## src/rtl/cmd_arbiter.sv

```systemverilog
// cmd_arbiter: shares one SD command physical controller between two requesters
// (port 0 = software register path, port 1 = data-path controller).
// Round-robin grant, strobe/ack/idle sequencing toward the physical path,
// response-timeout watchdog with abort, registered response return.
// Optional build macro CMD_ARB_RETRY_EN: one automatic reissue after the
// first timeout of a transaction; only a second timeout is reported.
//
// Handshake summary: a requester raises req_valid[i] with req_cmd stable and
// keeps it high until resp_valid[i]; resp_valid[i] (with resp_data and
// resp_timeout) then stays high until req_ack[i] is seen, after which the
// requester is free to present a new command.
module cmd_arbiter #(
   parameter int CMD_W          = 40,
   parameter int RESP_W         = 136,
   parameter int TIMEOUT_CYCLES = 64,
   parameter int TO_W           = 7
) (
   input  logic              sd_clock,
   input  logic              reset,
   input  logic [1:0]        req_valid,
   input  logic [CMD_W-1:0]  req_cmd0,
   input  logic [CMD_W-1:0]  req_cmd1,
   input  logic [1:0]        req_ack,
   output logic [1:0]        resp_valid,
   output logic [RESP_W-1:0] resp_data,
   output logic              resp_timeout,
   output logic              busy,
   output logic [CMD_W-1:0]  phys_cmd,
   output logic              phys_strobe,
   output logic              phys_ack,
   output logic              phys_idle,
   input  logic              phys_resp_strobe,
   input  logic [RESP_W-1:0] phys_response,
   output logic [2:0]        fsm_state
);

   typedef enum logic [2:0] {
      IDLE      = 3'd0,
      ISSUE     = 3'd1,
      WAIT_RESP = 3'd2,
      PHYS_ACK  = 3'd3,
      ABORT     = 3'd4,
      DELIVER   = 3'd5
   } state_t;

   localparam logic [TO_W-1:0] TO_LAST = TO_W'(TIMEOUT_CYCLES - 1);

   state_t          cur_state;
   state_t          nxt_state;
   logic [TO_W-1:0] to_cnt;
   logic            grant;
   logic            rr_ptr;
   logic            grant_sel;
   logic            strobe_d;
   logic            ack_d;
   logic            idle_d;
   logic            busy_d;
   logic [1:0]      resp_valid_d;
`ifdef CMD_ARB_RETRY_EN
   logic            retry;
`endif

   assign fsm_state = cur_state;

   // Winner among current requests: round-robin pointer breaks a tie.
   always_comb begin
      grant_sel = 1'b0;
      if (req_valid == 2'b11) grant_sel = rr_ptr;
      else                    grant_sel = req_valid[1];
   end

   // State register.
   always_ff @(posedge sd_clock) begin
      if (!reset) cur_state <= IDLE;
      else        cur_state <= nxt_state;
   end

   // Next-state logic; a response on the terminal count cycle beats the abort.
   always_comb begin
      nxt_state = cur_state;
      case (cur_state)
         IDLE:      if (|req_valid) nxt_state = ISSUE;
         ISSUE:     nxt_state = WAIT_RESP;
         WAIT_RESP: begin
            if (phys_resp_strobe)      nxt_state = PHYS_ACK;
            else if (to_cnt == TO_LAST) nxt_state = ABORT;
         end
         PHYS_ACK:  nxt_state = DELIVER;
`ifdef CMD_ARB_RETRY_EN
         ABORT:     nxt_state = retry ? DELIVER : ISSUE;
`else
         ABORT:     nxt_state = DELIVER;
`endif
         DELIVER:   if (req_ack[grant]) nxt_state = IDLE;
         default:   nxt_state = IDLE;
      endcase
   end

   // Output decode from the next state so registered outputs line up with the state.
   always_comb begin
      strobe_d     = (nxt_state == ISSUE);
      ack_d        = (nxt_state == PHYS_ACK);
      idle_d       = (nxt_state == ABORT);
      busy_d       = (nxt_state != IDLE);
      resp_valid_d = 2'b00;
      if (nxt_state == DELIVER) resp_valid_d = grant ? 2'b10 : 2'b01;
   end

   // Output registers, grant/command latch, watchdog counter and response capture.
   always_ff @(posedge sd_clock) begin
      if (!reset) begin
         phys_strobe  <= 1'b0;
         phys_ack     <= 1'b0;
         phys_idle    <= 1'b0;
         busy         <= 1'b0;
         resp_valid   <= 2'b00;
         resp_data    <= '0;
         resp_timeout <= 1'b0;
         phys_cmd     <= '0;
         to_cnt       <= '0;
         grant        <= 1'b0;
         rr_ptr       <= 1'b0;
      end else begin
         phys_strobe <= strobe_d;
         phys_ack    <= ack_d;
         phys_idle   <= idle_d;
         busy        <= busy_d;
         resp_valid  <= resp_valid_d;
         if (cur_state == IDLE && |req_valid) begin
            grant    <= grant_sel;
            phys_cmd <= grant_sel ? req_cmd1 : req_cmd0;
         end
         if (cur_state == ISSUE)          to_cnt <= '0;
         else if (cur_state == WAIT_RESP) to_cnt <= to_cnt + 1'b1;
         if (cur_state == WAIT_RESP && phys_resp_strobe) begin
            resp_data    <= phys_response;
            resp_timeout <= 1'b0;
         end else if (nxt_state == ABORT) begin
            resp_data    <= '0;
            resp_timeout <= 1'b1;
         end
         if (cur_state == DELIVER && req_ack[grant]) rr_ptr <= ~grant;
      end
   end

`ifdef CMD_ARB_RETRY_EN
   // Retry flag: set by the first abort, cleared whenever the arbiter is idle.
   always_ff @(posedge sd_clock) begin
      if (!reset)                  retry <= 1'b0;
      else if (cur_state == IDLE)  retry <= 1'b0;
      else if (cur_state == ABORT) retry <= 1'b1;
   end
`endif

endmodule

```

## config.mk

```make
export PLATFORM = sky130hd
export DESIGN_NAME = cmd_arbiter
export DESIGN_NICKNAME = d
export VERILOG_FILES = /design/src/rtl/cmd_arbiter.sv
export SDC_FILE = /design/constraint.sdc
export NUM_CORES = 1
export LEC_CHECK = 0
export CORE_AREA = 2 2 158 160
export CTS_CLUSTER_SIZE = 10
export DETAILED_ROUTE_END_ITERATION = 7
export DIE_AREA = 0 0 160 162
export PLACE_DENSITY = 0.65
export SLEW_MARGIN = 20
export SYNTH_ARGS = -nofsm -noshare
export SYNTH_HDL_FRONTEND = slang
export SYNTH_SLANG_ARGS = --single-unit
```

## constraint.sdc

```tcl
create_clock -name sd_clock -period 2.9 [get_ports sd_clock]
set_input_delay 0.435 -clock sd_clock [delete_from_list [all_inputs] [get_ports sd_clock]]
set_output_delay 0.435 -clock sd_clock [all_outputs]
set_load 0.005 [all_outputs]
```

==> flow_summary.json, run 1 <==
{
  "status": "finished, final reports clean",
  "slew_headroom_pct": 55.9,
  "firstDrtPassIters": 5,
  "hp-class": "reg -> reg",
  "synth_warnings": 0,
  "finalHoldViolCount": 0,
  "htree_num_levels": 4,
  "core_area_um2": 24100,
  "p_leak_nw": 4.39,
  "yosysUniqueCellTypes": 42,
  "synth_top_cell_by_area": "dfxtp_1",
  "antenna_cells": 0,
  "tightest_slew_ns": 0.656,
  "cpLargestDelayFamily": "buffers and inverters",
  "synth.avg_cell_area_um2": 8.56,
  "numClockSinks": 195,
  "p_per_area_nw_per_um2": 664,
  "nFillCells": 2351,
  "synth_compound_area_share_pct": 23.6,
  "grt_pass1_wl_mm": 39.4,
  "end_kind": "output port",
  "vdd_drop_max_mv": 0.366,
  "vias": 7521,
  "crit_buf_inv": 1,
  "final.setup_skew_ns": 0.0143,
  "grt.met2_usage_pct": 32.9,
  "setup_violations": 0,
  "syn_area_um2": 7470,
  "synthXorXnorAreaFrac_pct": 0.704,
  "cts_buffers": 17,
  "dp_hpwl_mm": 17.8,
  "synth.area.mux_share_pct": 5.51,
  "io_buffers": 408,
  "ctsResizeCount": 0,
  "synth_top_family_by_area": "compound AO/OA/AOI/OAI gates",
  "clkTransAtPathRegs_ns": 0.07,
  "grt_max_degree": 140,
  "area_delta_synth_final_pct": 65.5,
  "cp_cell_sequence": "clkdlybuf4s50_1",
  "synth_top_area_share_pct": 52.3,
  "placed_area_um2": 11800,
  "min_period_ns": 2.14,
  "grtUsageMet3_pct": 5.80,
  "synth_fa_ha_area_share_pct": 0.168,
  "crit_type": "reg -> out",
  "nets": 1458,
  "post-route-period-util_pct": 74.0,
  "clk_latency_ns": 0.43,
  "syn_nets": 1097,
  "num_io_pins": 409,
  "ys_top_cells_by_area": "dfxtp_1 52%, a21oi_1 9.3%, o21ai_0 8.4%",
  "arrival_ns": 1.71,
  "gp_congestion": 0.798,
  "die_area_um2": 25900,
  "drt_iter0_markers": 559,
  "grtUsageTotal_pct": 19.0,
  "critPathSlowestCell": "clkdlybuf4s50_1",
  "ys_seq_area_share_pct": 52.3,
  "critPathMaxFanout": 11,
  "ant_nets": 0,
  "start_util_pct": 31.0,
  "post-route-util_pct": 51.3,
  "synth_seq_cells": 195,
  "max-clock-path-buffers": 2,
  "dieWidth_um": 160,
  "holdWs_ns": 0.472,
  "slew_violations": 0,
  "drive_gt1_share_pct": 4.41,
  "antenna_found_initial": 1,
  "grt_use_met1_pct": 22.7,
  "cts_tree": "done",
  "worstPathRequired_ns": 2.47,
  "start_kind": "flop",
  "wl_mm": 25.7,
  "rows": 57,
  "synth-simple-area-share_pct": 12.2,
  "die_h_um": 162,
  "fmax_ghz": 0.466,
  "cts_hold_buf": 0,
  "grt.overflow.total": 0,
  "drc": 0,
  "drt-wirelength-per-cell_um": 16.3,
  "grt_pass1_vias": 7201,
  "rsz0062_at_grt": "no",
  "cts_setup_buffers": 0,
  "root_buffer": "clkbuf_16",
  "p_total_w": 0.00821,
  "max_cap_violations": 0,
  "busiest_layer": "met2",
  "netlist_instances": 873,
  "viasPerCell": 4.79,
  "slowest_delay_ns": 0.72,
  "setup_tns_ns": 0,
  "design_area_um2": 12400
}
flip-flops by register name, indices dropped and copies added (netlist names), 2 cells and up:
signal	cells
resp_valid	2
phys_cmd	40
resp_data	136
to_cnt	7
fsm_state	3
metrics by stage:
stage                     std cells  setup slack [ns]
after detailed placement       1539             0.695
after global routing           1571             0.688
after floorplan                 873              1.19
after global placement         1539             0.724
after CTS                      1571             0.697
final                          1571             0.755
synth_stat cells:
library cell and instances:
or3b_2 1, nor2_4 1, clkbuf_1 49, xor2_1 2, o21a_1 1, nand4_1 3, a21oi_2 1, and4_1 1
o211ai_1 1, inv_1 4, nand2b_1 2, or2_2 1, nor2b_1 2, inv_2 1, nor3_1 4, o211a_1 1
a311o_1 1, nor3b_1 1, nor4b_1 1, or3b_4 1, mux2i_1 40, o41a_1 1, nor4_1 3, ha_1 1
and2_1 3, o21ai_0 126, nor2_1 50, o21ai_1 13, nand3b_1 1, nand4bb_1 1, nand3_1 1, a211oi_1 40
a21oi_1 139, a41o_1 1, xnor2_1 4, buf_4 18, dfxtp_1 195, mux2_2 1, buf_6 2, o311ai_1 1
buf_2 11, nand2_1 142
placed cells by master, fill, tap and decap left out, types with 4 or more instances in the layout:
cell             instances
clkdlybuf4s50_1        408
dfxtp_1                195
nand2_1                142
a21oi_1                139
o21ai_0                126
nor2_1                  50
mux2i_1                 40
a211oi_1                40
clkbuf_16               17
o21ai_1                 12
buf_4                    7
buf_12                   7
clkinv_4                 6
inv_1                    4
inv_6                    4
nor3_1                   4
xnor2_1                  4
report_power, final:
part / internal [W] / leakage (nW) / total [W] / switching (W)
clock: 0.00121 / 0.288 / 0.00233 / 0.00112
combinational: 0.00135 / 2.52 / 0.00256 / 0.00121
sequential: 0.00309 / 1.59 / 0.00333 / 0.000239
total: 0.00564 / 4.39 / 0.00821 / 0.00257
path summary, 6_finish.rpt:
path / start / endpoint / slack (ns) / depth (start not counted)
setup / recovery: fsm_state[1]$_SDFF_PN0_ / fsm_state[1] / 0.76 / 1
hold / removal: resp_data[132]$_SDFFE_PN0P_ / resp_data[132]$_SDFFE_PN0P_ / 0.47 / 2
setup reg to reg: fsm_state[1]$_SDFF_PN0_ / resp_data[52]$_SDFFE_PN0P_ / 0.83 / 5
hold reg to reg: resp_data[132]$_SDFFE_PN0P_ / resp_data[132]$_SDFFE_PN0P_ / 0.47 / 2
per-layer routing:
layer  part of all wire (%)  wire length (um)
met5                  0.066                17
met4                    1.8               463
met3                    8.0              2050
met2                     48             12400
met1                     42             10700
cell families (layout without fill, tap and decap cells):
group,Yosys count,in the layout
buffers and inverters,85,459
muxes,41,41
and+or+nand+nor,219,219
adders and majority gates,1,1
xor gates and xnor gates,6,6
DFF,195,195
AOI/OAI and AO/OA,326,326
layout make-up:
cell class,count,area [um2],area share [%]
timing repair buffer,422,4280,34.6
sequential,195,3900,31.6
multi-input combinational,593,3180,25.7
clock buffer,20,467,3.77
tap,324,405,3.28
clock inverter,12,113,0.911
inverter,5,23.8,0.192
No activity file was read; power rests on OpenSTA's default activity.
==> run 2, diff against run 1 <==
--- a/config.mk
+++ b/config.mk
@@ -5,10 +5,10 @@
 export SDC_FILE = /design/constraint.sdc
 export NUM_CORES = 1
 export LEC_CHECK = 0
-export CORE_AREA = 2 2 158 160
+export CORE_AREA = 2 2 159 161
 export CTS_CLUSTER_SIZE = 10
 export DETAILED_ROUTE_END_ITERATION = 7
-export DIE_AREA = 0 0 160 162
+export DIE_AREA = 0 0 161 163
 export PLACE_DENSITY = 0.65
 export SLEW_MARGIN = 20
 export SYNTH_ARGS = -nofsm -noshare
==> constraint.sdc (replaced) <==
create_clock -name sd_clock -period 2.2 [get_ports sd_clock]
set_input_delay 0.33 -clock sd_clock [delete_from_list [all_inputs] [get_ports sd_clock]]
set_output_delay 0.33 -clock sd_clock [all_outputs]
set_load 0.005 [all_outputs]
==> flow_summary.json, run 2 (synthesized netlist as in run 1, its figures left out) <==
{
  "dieWidth_um": 161,
  "rows": 58,
  "clkTransAtPathRegs_ns": 0.08,
  "start_util_pct": 30.3,
  "final.setup_skew_ns": 0.0149,
  "vdd_drop_max_mv": 0.474,
  "finalHoldViolCount": 0,
  "p_per_area_nw_per_um2": 865,
  "cts_setup_buffers": 0,
  "antenna_cells": 0,
  "area_delta_synth_final_pct": 67.4,
  "slew_violations": 0,
  "worstPathRequired_ns": 1.87,
  "clk_latency_ns": 0.43,
  "slew_headroom_pct": 44.6,
  "gp_congestion": 0.781,
  "htree_num_levels": 4,
  "holdWs_ns": 0.442,
  "numClockSinks": 195,
  "largest_register": "resp_data",
  "max-clock-path-buffers": 2,
  "post-route-period-util_pct": 81.6,
  "num_io_pins": 409,
  "critPathMaxFanout": 13,
  "place_ws_ns": 0.204,
  "fmax_ghz": 0.557,
  "cts_hold_buf": 0,
  "viasPerCell": 4.71,
  "drt_iter0_markers": 455,
  "rsz0062_at_grt": "no",
  "drt-wirelength-per-cell_um": 15.7,
  "final_cell_mix": "408 x clkdlybuf4s50_1, 195 x dfxtp_1, 142 x nand2_1",
  "tightest_slew_ns": 0.832,
  "nFillCells": 2353,
  "multi_input_area_um2": 3180,
  "grt_pass1_wl_mm": 38.1,
  "min_period_ns": 1.80,
  "grt_pass1_vias": 7015,
  "crit_type": "reg -> out",
  "die_h_um": 163,
  "grt.overflow.total": 0,
  "cts_tree": "done",
  "io_buffers": 408,
  "nets": 1471,
  "ant_nets": 0,
  "setup_tns_ns": 0,
  "largestRegisters": "resp_data x136, phys_cmd x40, to_cnt x7",
  "firstDrtPassIters": 6,
  "setup_violations": 0,
  "antenna_found_initial": 0,
  "seqCellArea_um2": 3900,
  "cts_buffers": 17,
  "drive_gt1_share_pct": 5.24,
  "max_cap_violations": 0,
  "die_area_um2": 26200,
  "drc": 0,
  "largest_reg_flops": 136,
  "final_common_cell": "clkdlybuf4s50_1",
  "setup_ws_ns": 0.404,
  "p_leak_nw": 4.46,
  "core_area_um2": 24700,
  "wl_mm": 25.0,
  "arrival_ns": 1.47,
  "root_buffer": "clkbuf_16",
  "grt_max_degree": 87,
  "ctsResizeCount": 0,
  "hp-class": "in -> reg",
  "grtUsageTotal_pct": 18.1,
  "start_kind": "flop",
  "status": "finished, final reports clean",
  "end_kind": "output port",
  "vias": 7492,
  "dp_hpwl_mm": 17.9
}
run 2: final timing paths:
| kind | startpoint | to | slack, ns | depth (start not counted) |
|---|---|---|---|---|
| setup / recovery | fsm_state[2]$_SDFF_PN0_ | fsm_state[2] | 0.40 | 2 |
| hold / removal | phys_response[135] | resp_data[135]$_SDFFE_PN0P_ | 0.44 | 3 |
| setup reg to reg | to_cnt[0]$_SDFFE_PP0P_ | resp_data[63]$_SDFFE_PN0P_ | 0.43 | 7 |
| hold reg to reg | resp_data[107]$_SDFFE_PN0P_ | resp_data[107]$_SDFFE_PN0P_ | 0.47 | 2 |
run 2: critical path: stages, from the launching register on:
cell and delay, ns:
dfxtp_1 0.33, buf_4 0.18, clkdlybuf4s50_1 0.54
run 2: cell type report:
cell class	instances	share of cell area, %
timing repair buffer	435	35.5
sequential	195	31.2
multi-input combinational	593	25.4
clock buffer	19	3.54
tap	330	3.30
clock inverter	12	0.891
inverter	5	0.170
run 2: per-stage QoR:
step | instances | utilization (%) | area [um2] | total power, W
4_1_cts | 1589 | 50.7 | 12500 | 0.0110
3_5_place_dp | 1558 | 48.4 | 12000 | 0.00792
3_3_place_gp | 1558 | 48.4 | 12000 | 0.00789
2_1_floorplan | 873 | - | 7470 | 0.00598
5_1_grt | 1589 | 50.7 | 12500 | 0.0115
6_report | 1589 | 50.7 | 12500 | 0.0108
run 2: per-layer routing:
layer	wire, um	GRT usage, %	share of wire, %
met5	0	0	0
met4	476	5.11	1.9
met3	1890	5.55	7.5
met2	12100	31.0	48
met1	10500	21.9	42
run 2: where the power goes:
group / total (W) / internal (W) / switching (W)
Clock: 0.00300 / 0.00152 / 0.00148
Sequential: 0.00433 / 0.00407 / 0.000264
Combinational: 0.00349 / 0.00187 / 0.00162
Total: 0.0108 / 0.00746 / 0.00336
==> run 3, diff against run 2 <==
==> constraint.sdc (replaced) <==
create_clock -name sd_clock -period 1.8 [get_ports sd_clock]
set_input_delay 0.27 -clock sd_clock [delete_from_list [all_inputs] [get_ports sd_clock]]
set_output_delay 0.27 -clock sd_clock [all_outputs]
set_load 0.005 [all_outputs]
==> flow_summary.json, run 3 (synthesized netlist as in run 1, its figures left out) <==
{
  "final.setup_skew_ns": 0.0191,
  "wl_mm": 25.4,
  "fmax_ghz": 0.567,
  "dieWidth_um": 161,
  "final_cell_mix": "407 x clkdlybuf4s50_1, 193 x dfxtp_1, 142 x nand2_1",
  "drc": 0,
  "end_kind": "output port",
  "ant_nets": 0,
  "crit_path_start": "fsm_state[1]$_SDFF_PN0_",
  "slew_headroom_pct": 65.3,
  "finalNonFillerCells": 1621,
  "htree_num_levels": 4,
  "arrival_ns": 1.49,
  "status": "finished, final reports clean",
  "worstPathRequired_ns": 1.53,
  "final_common_cell": "clkdlybuf4s50_1",
  "grt.overflow.total": 0,
  "cts_tree": "done",
  "drive_gt1_share_pct": 8.06,
  "placed_cells": 1589,
  "cts_setup_buffers": 0,
  "critPathSlowestCell": "clkdlybuf4s50_1",
  "vdd_drop_max_mv": 0.524,
  "die_h_um": 163,
  "p_per_area_nw_per_um2": 1050,
  "die_area_um2": 26200,
  "vias": 7629,
  "cp_cell_sequence": "buf_4 -> clkdlybuf4s50_1",
  "post-route-period-util_pct": 98.0,
  "timing.rr.start": "to_cnt[0]$_SDFFE_PP0P_",
  "num_io_pins": 409,
  "clkTransAtPathRegs_ns": 0.09,
  "max-clock-path-buffers": 2,
  "setup_violations": 0,
  "largest_reg_flops": 136,
  "grt_pass1_wl_mm": 39.2,
  "slowest_delay_ns": 0.55,
  "largestRegisters": "resp_data x136, phys_cmd x40, to_cnt x7",
  "tightest_slew_ns": 0.517,
  "dp_hpwl_mm": 18.8,
  "viasPerCell": 4.71,
  "reg2reg_setup_slack_ns": 0.11,
  "cts_buffers": 17,
  "area_delta_synth_final_pct": 72.4,
  "grt_pass1_vias": 7398,
  "root_buffer": "clkbuf_16",
  "io_buffers": 408,
  "slew_violations": 0,
  "crit_type": "reg -> out",
  "hp-class": "in -> reg",
  "start_kind": "flop",
  "firstDrtPassIters": 4,
  "largest_register": "resp_data",
  "antenna_found_initial": 0,
  "drt-wirelength-per-cell_um": 15.7,
  "drt_iter0_markers": 513,
  "holdWs_ns": 0.369,
  "antenna_cells": 0,
  "numClockSinks": 195,
  "start_util_pct": 30.3,
  "max_cap_violations": 0,
  "core_area_um2": 24700,
  "hp-start": "phys_response[92]",
  "setup_tns_ns": 0,
  "gp_congestion": 0.756,
  "nets": 1502,
  "grt_max_degree": 86,
  "critPathMaxFanout": 6,
  "clk_latency_ns": 0.44,
  "grtUsageTotal_pct": 18.7,
  "finalHoldViolCount": 0,
  "p_leak_nw": 4.66,
  "rows": 58,
  "cts_hold_buf": 0,
  "min_period_ns": 1.76,
  "rsz0062_at_grt": "yes",
  "post-route-util_pct": 52.2
}
run 3: cell count changes in the layout (fill, tap and decap cells not counted), moves of 2 or more:
cell / previous run / this run
inv_6: 5 / 7
clkinv_2: 0 / 2
dfxtp_1: 195 / 193
buf_12: 12 / 19
buf_4: 15 / 38
clkinv_8: 0 / 3
clkinv_4: 3 / 0
run 3: worst max-delay path, delay by kind of cell, from the launching register on:
kind / cells / cell delay (ns)
buffers and inverters: 2 / 0.70
DFF: 1 / 0.38
run 3: through the flow:
step           setup slack [ns]  cell area, um2  power, W
2_1_floorplan            0.0867            7470   0.00731
3_3_place_gp            -0.0807           12300   0.00983
3_5_place_dp            -0.0945           12300   0.00987
4_1_cts                 0.00125           12800    0.0137
5_1_grt                 -0.0132           12900    0.0143
6_report                 0.0353           12900    0.0135
run 3: repair_timing:
action,4_1_cts,5_1_grt
gates resized for setup,3,7
gates cloned,0,0
setup endpoints to repair,3,13
pin swaps,0,0
run 3: layout make-up:
cell class,count,area [um2]
clock buffers,18,429
inverters,5,21.3
clock inverters,14,143
repair buffers,466,4760
flip-flops and latches,195,3910
well taps,330,413
multi-input cells,593,3200
fillers,2356,11800
run 3: report_power, final:
| part | internal (W) | switching (W) |
|---|---|---|
| Combinational | 0.00244 | 0.00202 |
| Sequential | 0.00498 | 0.000324 |
| Clock | 0.00185 | 0.00187 |
| Total | 0.00927 | 0.00421 |
run 3: metal layers:
metal  vias to the layer above  routed length (um)  track usage (%)
met1                      3459               10300             21.4
met3                        33                2030             5.91
met4                         0                 556             6.29
li1                       3832                   -                -
met5                         -                   0                0
met2                       305               12500             32.9
run 3: path summary, 6_finish.rpt:
kind                                                    to  depth (start not counted)
worst max-delay path                          fsm_state[1]                          2
worst min-delay path            resp_data[92]$_SDFFE_PN0P_                          3
worst max register to register    resp_valid[0]$_SDFF_PN0_                          6
worst min register to register  resp_data[42]$_SDFFE_PN0P_                          2
